### config.mk
export PLATFORM = sky130hd
export DESIGN_NAME = transformer_job_scheduler_flat
export DESIGN_NICKNAME = d
export VERILOG_FILES = /design/src/rtl/transformer_job_scheduler_if.sv /design/src/rtl/transformer_job_scheduler.sv /design/src/flat_wrapper.sv
export SDC_FILE = /design/constraint.sdc
export NUM_CORES = 1
export LEC_CHECK = 0
export CORE_ASPECT_RATIO = 0.9
export CORE_UTILIZATION = 40
export DETAILED_ROUTE_END_ITERATION = 10
export MAX_ROUTING_LAYER = met4
export PLACE_DENSITY = 0.8
export SYNTH_ARGS = -nofsm -noshare
export SYNTH_HDL_FRONTEND = slang
export SYNTH_SLANG_ARGS = --single-unit
### constraint.sdc
create_clock -name clk -period 2.45 [get_ports clk]
set_input_delay 0.3675 -clock clk [delete_from_list [all_inputs] [get_ports clk]]
set_output_delay 0.3675 -clock clk [all_outputs]
set_load 0.03 [all_outputs]
### src/rtl/transformer_job_scheduler_if.sv
// transformer_job_scheduler_if
// Job-request, weight-load and transformer-control signals of the scheduler.
// master: the scheduler side. slave: requesters, weight fetch and transformer.

interface transformer_job_scheduler_if #(
    parameter int NUM_REQ = 4,
    parameter int LAYER_W = 4,
    parameter int BEAT_AW = 8
);
    logic [NUM_REQ-1:0]         req;
    logic [NUM_REQ*LAYER_W-1:0] req_layer;
    logic [NUM_REQ-1:0]         grant;
    logic [NUM_REQ-1:0]         ack;
    logic                       ack_err;
    logic                       busy;
    logic                       wl_valid;
    logic                       wl_ready;
    logic [BEAT_AW-1:0]         wl_addr;
    logic [LAYER_W-1:0]         wl_layer;
    logic                       tf_start;
    logic                       tf_done;

    modport master (
        input  req, req_layer, wl_ready, tf_done,
        output grant, ack, ack_err, busy, wl_valid, wl_addr, wl_layer, tf_start
    );

    modport slave (
        output req, req_layer, wl_ready, tf_done,
        input  grant, ack, ack_err, busy, wl_valid, wl_addr, wl_layer, tf_start
    );
endinterface

### src/rtl/transformer_job_scheduler.sv
// transformer_job_scheduler
// Round-robin scheduler sharing one transformer among NUM_REQ requesters.
// Per job: load the layer weights (skipped when that layer is already loaded),
// hold tf_start until tf_done, then pulse ack to the owner for one cycle.
// Optional RUN watchdog is built when SCHED_TIMEOUT_EN is defined.
//
// Weight-load handshake: a beat transfers on a rising edge where wl_valid and
// wl_ready are both high. Once raised, wl_valid stays high and wl_addr/wl_layer
// stay constant until that beat transfers; wl_ready may change freely.

module transformer_job_scheduler #(
    parameter int NUM_REQ    = 4,
    parameter int LAYER_W    = 4,
    parameter int LOAD_BEATS = 16,
    parameter int BEAT_AW    = 8,
    parameter int TIMEOUT    = 1024
) (
    input  logic                        clk,
    input  logic                        rst,
    transformer_job_scheduler_if.master bus,
    output logic [1:0]                  state_dbg
);
    localparam int IDX_W = $clog2(NUM_REQ);

    localparam logic [1:0] S_IDLE = 2'd0;
    localparam logic [1:0] S_LOAD = 2'd1;
    localparam logic [1:0] S_RUN  = 2'd2;
    localparam logic [1:0] S_ACK  = 2'd3;

    logic [1:0]         state;
    logic [IDX_W-1:0]   last;
    logic [IDX_W-1:0]   owner;
    logic [NUM_REQ-1:0] grant_q;
    logic [LAYER_W-1:0] owner_layer;
    logic [LAYER_W-1:0] cache_layer;
    logic               cache_valid;
    logic [BEAT_AW-1:0] beat;
    logic               run_timeout;

    logic               pick_found;
    logic [IDX_W-1:0]   pick_idx;
    logic [LAYER_W-1:0] pick_layer;
    logic               pick_hit;

    // Round-robin search: first requester set at or after last+1, wrapping
    always_comb begin
        pick_found = 1'b0;
        pick_idx   = '0;
        pick_layer = '0;
        for (int k = 1; k <= NUM_REQ; k++) begin
            for (int i = 0; i < NUM_REQ; i++) begin
                if (!pick_found && bus.req[i] && (i == (int'(last) + k) % NUM_REQ)) begin
                    pick_found = 1'b1;
                    pick_idx   = IDX_W'(i);
                    pick_layer = bus.req_layer[i*LAYER_W +: LAYER_W];
                end
            end
        end
    end

    assign pick_hit = cache_valid && (pick_layer == cache_layer);

    // Job sequencing: arbitration, weight load, run, acknowledge
    always_ff @(posedge clk or posedge rst) begin
        if (rst) begin
            state       <= S_IDLE;
            last        <= IDX_W'(NUM_REQ - 1);
            owner       <= '0;
            grant_q     <= '0;
            owner_layer <= '0;
            cache_layer <= '0;
            cache_valid <= 1'b0;
            beat        <= '0;
        end else begin
            case (state)
                S_IDLE: begin
                    if (pick_found) begin
                        grant_q     <= NUM_REQ'(1) << pick_idx;
                        owner       <= pick_idx;
                        owner_layer <= pick_layer;
                        beat        <= '0;
                        state       <= pick_hit ? S_RUN : S_LOAD;
                    end
                end
                S_LOAD: begin
                    if (bus.wl_ready) begin
                        if (beat == BEAT_AW'(LOAD_BEATS - 1)) begin
                            cache_layer <= owner_layer;
                            cache_valid <= 1'b1;
                            beat        <= '0;
                            state       <= S_RUN;
                        end else begin
                            beat <= beat + BEAT_AW'(1);
                        end
                    end
                end
                S_RUN: begin
                    if (bus.tf_done) begin
                        state <= S_ACK;
                    end else if (run_timeout) begin
                        // A hung job may have left the datapath weights in doubt
                        cache_valid <= 1'b0;
                        state       <= S_ACK;
                    end
                end
                default: begin
                    last    <= owner;
                    grant_q <= '0;
                    state   <= S_IDLE;
                end
            endcase
        end
    end

`ifdef SCHED_TIMEOUT_EN
    logic [15:0] wd_cnt;
    logic        err_flag;

    // tf_done on the expiry cycle takes precedence over the timeout
    assign run_timeout = (state == S_RUN) && (wd_cnt == 16'(TIMEOUT - 1)) && !bus.tf_done;

    // Watchdog counts RUN cycles; held at zero elsewhere so every RUN starts from 0
    always_ff @(posedge clk or posedge rst) begin
        if (rst) begin
            wd_cnt <= '0;
        end else if (state == S_RUN) begin
            wd_cnt <= wd_cnt + 16'd1;
        end else begin
            wd_cnt <= '0;
        end
    end

    // Remember why RUN ended so the ACK cycle can report it
    always_ff @(posedge clk or posedge rst) begin
        if (rst) begin
            err_flag <= 1'b0;
        end else if (state == S_RUN) begin
            err_flag <= run_timeout;
        end
    end

    assign bus.ack_err = (state == S_ACK) && err_flag;
`else
    assign run_timeout = 1'b0;
    assign bus.ack_err = 1'b0;

    // TIMEOUT only sizes the watchdog; kept in the parameter list of both builds
    if (TIMEOUT < 2) begin : g_timeout_unused
    end
`endif

    assign bus.grant    = grant_q;
    assign bus.ack      = (state == S_ACK) ? grant_q : '0;
    assign bus.busy     = (state != S_IDLE);
    assign bus.wl_valid = (state == S_LOAD);
    assign bus.wl_addr  = (state == S_LOAD) ? beat : '0;
    assign bus.wl_layer = (state == S_LOAD) ? owner_layer : '0;
    assign bus.tf_start = (state == S_RUN);
    assign state_dbg    = state;
endmodule

### src/flat_wrapper.sv
// flat-port wrapper written by rule: the top's interface ports become plain ports
module transformer_job_scheduler_flat 
#(
    parameter int NUM_REQ    = 4,
    parameter int LAYER_W    = 4,
    parameter int LOAD_BEATS = 16,
    parameter int BEAT_AW    = 8,
    parameter int TIMEOUT    = 1024
)
  (clk, rst, state_dbg, bus_req, bus_req_layer, bus_wl_ready, bus_tf_done, bus_grant, bus_ack, bus_ack_err, bus_busy, bus_wl_valid, bus_wl_addr, bus_wl_layer, bus_tf_start);
  transformer_job_scheduler_if #(.NUM_REQ(NUM_REQ), .LAYER_W(LAYER_W), .BEAT_AW(BEAT_AW)) bus_i ();
  input  logic clk;
  input  logic rst;
  output logic [1:0] state_dbg;
  input wire logic [$bits(bus_i.req)-1:0] bus_req;
  input wire logic [$bits(bus_i.req_layer)-1:0] bus_req_layer;
  input wire logic [$bits(bus_i.wl_ready)-1:0] bus_wl_ready;
  input wire logic [$bits(bus_i.tf_done)-1:0] bus_tf_done;
  output wire logic [$bits(bus_i.grant)-1:0] bus_grant;
  output wire logic [$bits(bus_i.ack)-1:0] bus_ack;
  output wire logic [$bits(bus_i.ack_err)-1:0] bus_ack_err;
  output wire logic [$bits(bus_i.busy)-1:0] bus_busy;
  output wire logic [$bits(bus_i.wl_valid)-1:0] bus_wl_valid;
  output wire logic [$bits(bus_i.wl_addr)-1:0] bus_wl_addr;
  output wire logic [$bits(bus_i.wl_layer)-1:0] bus_wl_layer;
  output wire logic [$bits(bus_i.tf_start)-1:0] bus_tf_start;
  assign bus_i.req = bus_req;
  assign bus_i.req_layer = bus_req_layer;
  assign bus_i.wl_ready = bus_wl_ready;
  assign bus_i.tf_done = bus_tf_done;
  assign bus_grant = bus_i.grant;
  assign bus_ack = bus_i.ack;
  assign bus_ack_err = bus_i.ack_err;
  assign bus_busy = bus_i.busy;
  assign bus_wl_valid = bus_i.wl_valid;
  assign bus_wl_addr = bus_i.wl_addr;
  assign bus_wl_layer = bus_i.wl_layer;
  assign bus_tf_start = bus_i.tf_start;
  transformer_job_scheduler #(.NUM_REQ(NUM_REQ), .LAYER_W(LAYER_W), .LOAD_BEATS(LOAD_BEATS), .BEAT_AW(BEAT_AW), .TIMEOUT(TIMEOUT)) u_core (.clk(clk), .rst(rst), .bus(bus_i), .state_dbg(state_dbg));
endmodule
==> flow_summary.yaml <==
critical_path:
  reg2reg_from: "u_core.last[1]"
  worstSetupStartpointType: "flip-flop"
  path_cells: "or4b_4, or2_4, nor2_4, o41ai_2, o21a_1, or3_1, a2111o_1, a31o_1"
  r2r.worst_path.cells: 8
  critical_path_class: "reg -> reg"
  required_ns: 2.62
  r2r_end: "u_core.state_dbg[0]"
  crit_path_top_delay_cell: "or4b_4"
  max_stage_delay_ns: 0.54
  reg2reg_slack_ns: -0.27
  critPathMaxFanout: 6
  crit_path_end_kind: "flip-flop"
  crit_arrival_ns: 2.90
cts:
  clkTransAtPathRegs_ns: 0.09
  ctsHoldBuffers: 0
  ctsRootBufferMaster: "clkbuf_8"
  clk_path_buf_depth: 2
  insertion_delay_ns: 0.28
  numClockSinks: 27
  numCtsBuffers: 3
  cts_htree_levels: 1
  cts_tree: "yes"
floorplanning:
  die_h_um: 74.50
  row_count: 26
  io_pins: 50
  die_w_um: 82.56
  core_um2: 5660
  start_util_pct: 41.27
  dieArea_um2: 6150
grt:
  grt_pass1_vias: 2379
  grt_pass1_wl_mm: 11.76
  grt.overflow.total: 0
  grt_max_degree: 28
  grt_usage_pct: 26.43
  grt_antenna_before_repair: 0
detailed_routing:
  viasPerCell: 5.452
  post-route-drc-count: 0
  ant_nets: 0
  drt_iter0_drc: 215
  detail_route.first_pass.iterations: 4
  wire_per_inst_um: 15.75
  vias: 2639
  wl_mm: 7.622
final_layout:
  drive_gt1_share_pct: 26.09
  fin_cells: 484
  syn_to_final_growth_pct: 52.12
  nets: 445
  n_antenna_cell: 0
  n_fill_cell: 507
  final_common_cell: "buf_4"
  multi_input_area_um2: 1574
  regArea_um2: 678.2
  final_cell_mix: "buf_4 (75), clkdlybuf4s50_1 (44), nand2_1 (32)"
status:
  violations: "negative setup slack"
  status: "finished with violations"
place:
  routabilityCongestion: 0.9557
  io_buffers: 48
  post-place-cells: 469
  hpwl_mm: 5.869
power_and_ir_drop:
  vdd_drop_max_mv: 0.7083
  power_w: 0.003084
  p_leak_nw: 1.612
  powerDensity_nw_per_um2: 868.0
timing:
  finalSetupViolCount: 2
  min_period_ns: 2.723
  grt_setup_unrepaired: "true"
  clock_skew_ns: 0.003801
  post-route-period-util_pct: 111.2
  drv_slew: 0
  finalHoldViolCount: 0
  max_freq_mhz: 367.2
  fin_ws_ns: -0.2733
synth:
  ys_async_sr_fraction_pct: 100.0
  synth-edff-count: 0
  ys_seq_area_share_pct: 29.03
  synthCells: 298
  synth-seq-cells: 27
  syn_nets: 328
  synth_flop_cell: "dfrtp_1"
  syn_area_um2: 2336
  yosysWarnings: 0
  synth_area_per_cell_um2: 7.839
  synth_cell_types: 63
job:
  maxCapViolCount: 0
min_path:
  min_path_type: "in -> async"
-- registers in the layout (all words and copies together) (netlist names) --
signal / cells
u_core.beat: 8
u_core.bus.grant: 4
u_core.cache_layer: 4
u_core.cache_valid: 1
u_core.last: 2
u_core.owner: 2
u_core.owner_layer: 4
u_core.state_dbg: 2
-- metal layers --
layer | share of wire, % | routed length (µm) | GRT usage (%) | vias up
li1 | - | - | - | 1296
met1 | 48 | 3686 | 37.98 | 1255
met2 | 46 | 3511 | 41.69 | 84
met3 | 5.4 | 409 | 2.577 | 4
met4 | 0.18 | 14 | 2.490 | 0
met5 | 0 | 0 | - | -
-- worst max-delay path, delay by kind of cell (launching register included) --
kind | cells | cell delay, ns
and+or+nand+nor | 4 | 1.21
DFF | 1 | 0.43
AOI/OAI and AO/OA | 4 | 0.97
-- cells in the mapped netlist, types with 2 or more instances --
cell | n | area share (%)
a211o_1 | 3 | 1.1
a211oi_1 | 2 | 0.64
a21o_1 | 2 | 0.64
a21oi_1 | 9 | 1.9
a22o_1 | 4 | 1.5
a31oi_1 | 2 | 0.54
a32o_1 | 2 | 0.86
a32oi_1 | 2 | 0.75
and2_1 | 18 | 4.8
and3_1 | 5 | 1.3
and3b_1 | 2 | 0.75
buf_2 | 5 | 1.1
clkbuf_1 | 8 | 1.3
dfrtp_1 | 25 | 27
dfstp_2 | 2 | 2.2
ha_1 | 6 | 3.2
inv_1 | 17 | 2.7
mux2_2 | 6 | 2.9
mux2i_1 | 3 | 1.3
nand2_1 | 32 | 5.1
nand2b_1 | 12 | 3.2
nand3_1 | 14 | 3.0
nand3b_1 | 2 | 0.64
nand4_1 | 3 | 0.80
nor2_1 | 21 | 3.4
nor2b_1 | 7 | 1.9
nor3_1 | 10 | 2.1
nor3b_1 | 3 | 0.96
nor4_1 | 2 | 0.54
o2111ai_1 | 2 | 0.75
o211ai_1 | 2 | 0.64
o21a_1 | 4 | 1.3
o21ai_0 | 22 | 4.7
o221ai_1 | 3 | 1.1
o22ai_1 | 4 | 1.1
or2_2 | 2 | 0.54
or3_1 | 2 | 0.54
xnor2_1 | 3 | 1.1
-- report_power, final --
part	total, W	switching [W]	internal, W
Clock	0.000260	0.000145	0.000116
Sequential	0.000722	0.000134	0.000588
Combinational	0.00210	0.00110	0.00100
Total	0.00308	0.00138	0.00171
-- repair_timing --
| action | in CTS | in global routing |
|---|---|---|
| buffers inserted | 1 | 10 |
| pin swaps | 0 | 5 |
| setup endpoints to repair | 15 | 11 |
| endpoints found under the hold margin | 0 | 0 |
| gates resized for setup | 6 | 15 |
-- how the worst max path moves through the flow --
stage                    from             endpoint
2_1_floorplan      bus_req[1]  u_core.state_dbg[0]
3_3_place_gp       bus_req[2]  u_core.state_dbg[0]
3_5_place_dp       bus_req[0]  u_core.state_dbg[0]
4_1_cts        u_core.last[0]  u_core.state_dbg[0]
5_1_grt        u_core.last[1]  u_core.state_dbg[0]
6_report       u_core.last[1]  u_core.state_dbg[0]
-- per-stage QoR --
step | setup WS [ns] | hold WS, ns | area [µm²] | setup TNS [ns] | util (%)
4_1_cts | -0.2792 | 0.4519 | 3423 | -0.5407 | 60.48
5_1_grt | -0.3475 | 0.5064 | 3553 | -0.6787 | 62.78
3_5_place_dp | -0.7033 | 0.4650 | 3357 | -1.998 | 59.31
2_1_floorplan | -0.09293 | 0.4187 | 2336 | -0.1470 | -
3_3_place_gp | -0.6743 | 0.4612 | 3357 | -1.798 | 59.31
6_report | -0.2733 | 0.4470 | 3553 | -0.5259 | 62.78
-- cell families (layout without fill, tap and decap cells) --
family                     after synthesis  in the layout  synth area share [%]
adders and majority gates                6              6                 3.214
other                                    1              1                0.1605
DFF                                     27             27                 29.03
and+or+nand+nor                        143            143                 33.32
xor gates and xnor gates                 4              4                 1.500
muxes                                    9              9                 4.178
buffers and inverters                   33            149                 6.052
AOI/OAI and AO/OA                       75             75                 22.55
-- final cells by class --
type	count	share of cell area [%]
multi-input cells	238	44.30
repair buffers	128	30.99
flip-flops and latches	27	19.08
well taps	70	2.465
inverters	17	1.796
clock buffers	3	1.162
clock inverters	1	0.2113
Note: power is estimated with default switching activity, not from simulation.
==> variant: new RTL, config.mk and constraints unchanged <==
The option `SCHED_TIMEOUT_EN` is turned on by a define.
--- a/src/rtl/transformer_job_scheduler.sv
+++ b/src/rtl/transformer_job_scheduler.sv
@@ -9,2 +9,4 @@
 // stay constant until that beat transfers; wl_ready may change freely.
+
+`define SCHED_TIMEOUT_EN
 
Function: not settled (the Yosys comparison gave no result); the edit may change what the design does.
==> variant against the unedited design <==
  * The flow still finishes with violations (negative setup slack)
  * Clock power is 84% higher
  * Synthesized area is 38% higher
  * Final area is 31% higher
  * Total power is 26% higher
  * Global-route usage is 0.62 points higher
  * Wire length is 36% higher
  * Synthesized cell count is 30% higher
  * Final cell count is 26% higher
  * Worst setup slack better by 58 ps
  * Sequential cell count is 17 higher
  * Sequential share of layout area is 4.5 points higher
  * Worst hold slack better by 12 ps
  * Largest cell class unchanged
  * Highest routed layer unchanged
==> variant: results <==
[outcome]
outcome = "finished with violations"
violations = "negative setup slack"

[yosys]
synth-xor-area-share_pct = 3.813
async_flop_share_pct = 100.0
yosysSeqAreaShare_pct = 34.32
synth_area_leaders = "dfrtp_1 (33%), and2_1 (6.2%), o21ai_0 (4.8%)"
synthMuxAreaShare_pct = 2.101
ys_types = 67
synth_commonest_cells = "dfrtp_1 (42), nand2_1 (34), and2_1 (32), o21ai_0 (31), nand3_1 (23)"
yosysWarningCount = 0
synth_flop_cell = "dfrtp_1"
synthesis.instances = 387
syn_nets = 418
synthAdderAreaFrac_pct = 2.724
synth_compound_area_share_pct = 20.00

[setup_path]
rr_startpoint = "u_core.last[0]"
cp_data_arrival_time_ps = 2880
worstPathMaxFanout = 9
critPathLaunch = "bus_req[2]"

[timing]
setup_tns_ps = -355.5
fin_ws_ps = -215.3
worst_pin_slew_ps = 653.8
finalSetupViolCount = 2
fin_worst_skew_ps = 9.185

[layout]
largestRegisters = "u_core.wd_cnt (16), u_core.beat (8)"
final_net_count = 544
diodes = 0
drive_above_1_share_pct = 25.68

[clocking]
cts_resized = 37
h-tree-depth = 2
clk_latency_ps = 300
numCtsBuffers = 5
clkSlewWorstSetupHoldPaths_ps = 80
cts_buffer_depth = 2
clockRootBuffer = "clkbuf_8"
cts_setup_buffers = 5

[placement]
dp.cells = 596
postPlaceCellArea_um2 = 4370
hpwl_mm = 7.925
preCtsSetupSlack_ps = -652.5
portBuffers = 49
gp_congestion = 0.9880

[route]
drt-initial-drc-count = 289
drt-vias-per-instance = 5.698
vias = 3476
first_pass_iters = 5
avgRoutedWirePerCell_um = 16.99

[worst_hold_path]
holdCritStartpoint = "u_core.wd_cnt[0]"
hold_path.class = "reg2reg"

[grt]
grt_antenna_before_repair = 0
grt_use_total_pct = 27.05
grt_pass1_wl_mm = 16.88
grt_pass1_vias = 3381
grt_overflow_total = 0
grt_max_degree = 45

[power]
p_switching_mw = 1.690
power_leakage_nw = 2.054
vdd_ir_drop_max_v = 0.0004417
[variant: critical path, stage by stage]
cell and delay, ps:
dlygate4sd2_1 410, buf_4 250, nand2b_1 240, nor2_1 110
a221o_1 350, nor3_1 200, nand2_1 90, nor4bb_1 150
buf_4 150, o41a_1 400, o31ai_2 170
[variant: cell families after synthesis]
group / Yosys count
muxes: 6
and+or+nand+nor: 187
AOI/OAI and AO/OA: 94
adders and majority gates: 7
DFF: 44
xor gates and xnor gates: 14
buffers and inverters: 35
[variant: layer usage]
layer / vias to the layer above / wire (um) / track usage, %
met2: 140 / 4640 / 40.40
met1: 1661 / 4992 / 38.92
met4: 0 / 122 / 6.283
met5: - / 0 / -
met3: 12 / 611 / 3.316
li1: 1663 / - / -
[variant: power groups by stage]
stage	combinational (mW)	sequential (mW)	clock, mW
2_1_floorplan	1.19	1.06	0
3_3_place_gp	2.17	1.02	0
3_5_place_dp	2.20	1.02	0
4_1_cts	2.35	1.02	0.489
5_1_grt	2.60	1.04	0.515
6_report	2.40	1.02	0.478
[variant: path summary, 6_finish.rpt]
path | endpoint | slack, ps | depth (start not counted)
worst max-delay path | u_core.state_dbg[1] | -220 | 11
worst min-delay path | u_core.wd_cnt[0] | 460 | 1
worst max register to register | u_core.state_dbg[1] | -180 | 12
worst min register to register | u_core.wd_cnt[0] | 460 | 1
max in group asynchronous | u_core.last[1] | 1560 | 3
min in group asynchronous | u_core.wd_cnt[12] | 500 | 3
[variant: cell type report]
type                       instances  area [um2]
tap                               96       120.1
multi-input combinational        308        2121
sequential                        44        1104
timing repair buffer             137        1170
fill                             665        2987
clock buffer                       6       82.58
clock inverter                     2       10.01
inverter                          17       63.81
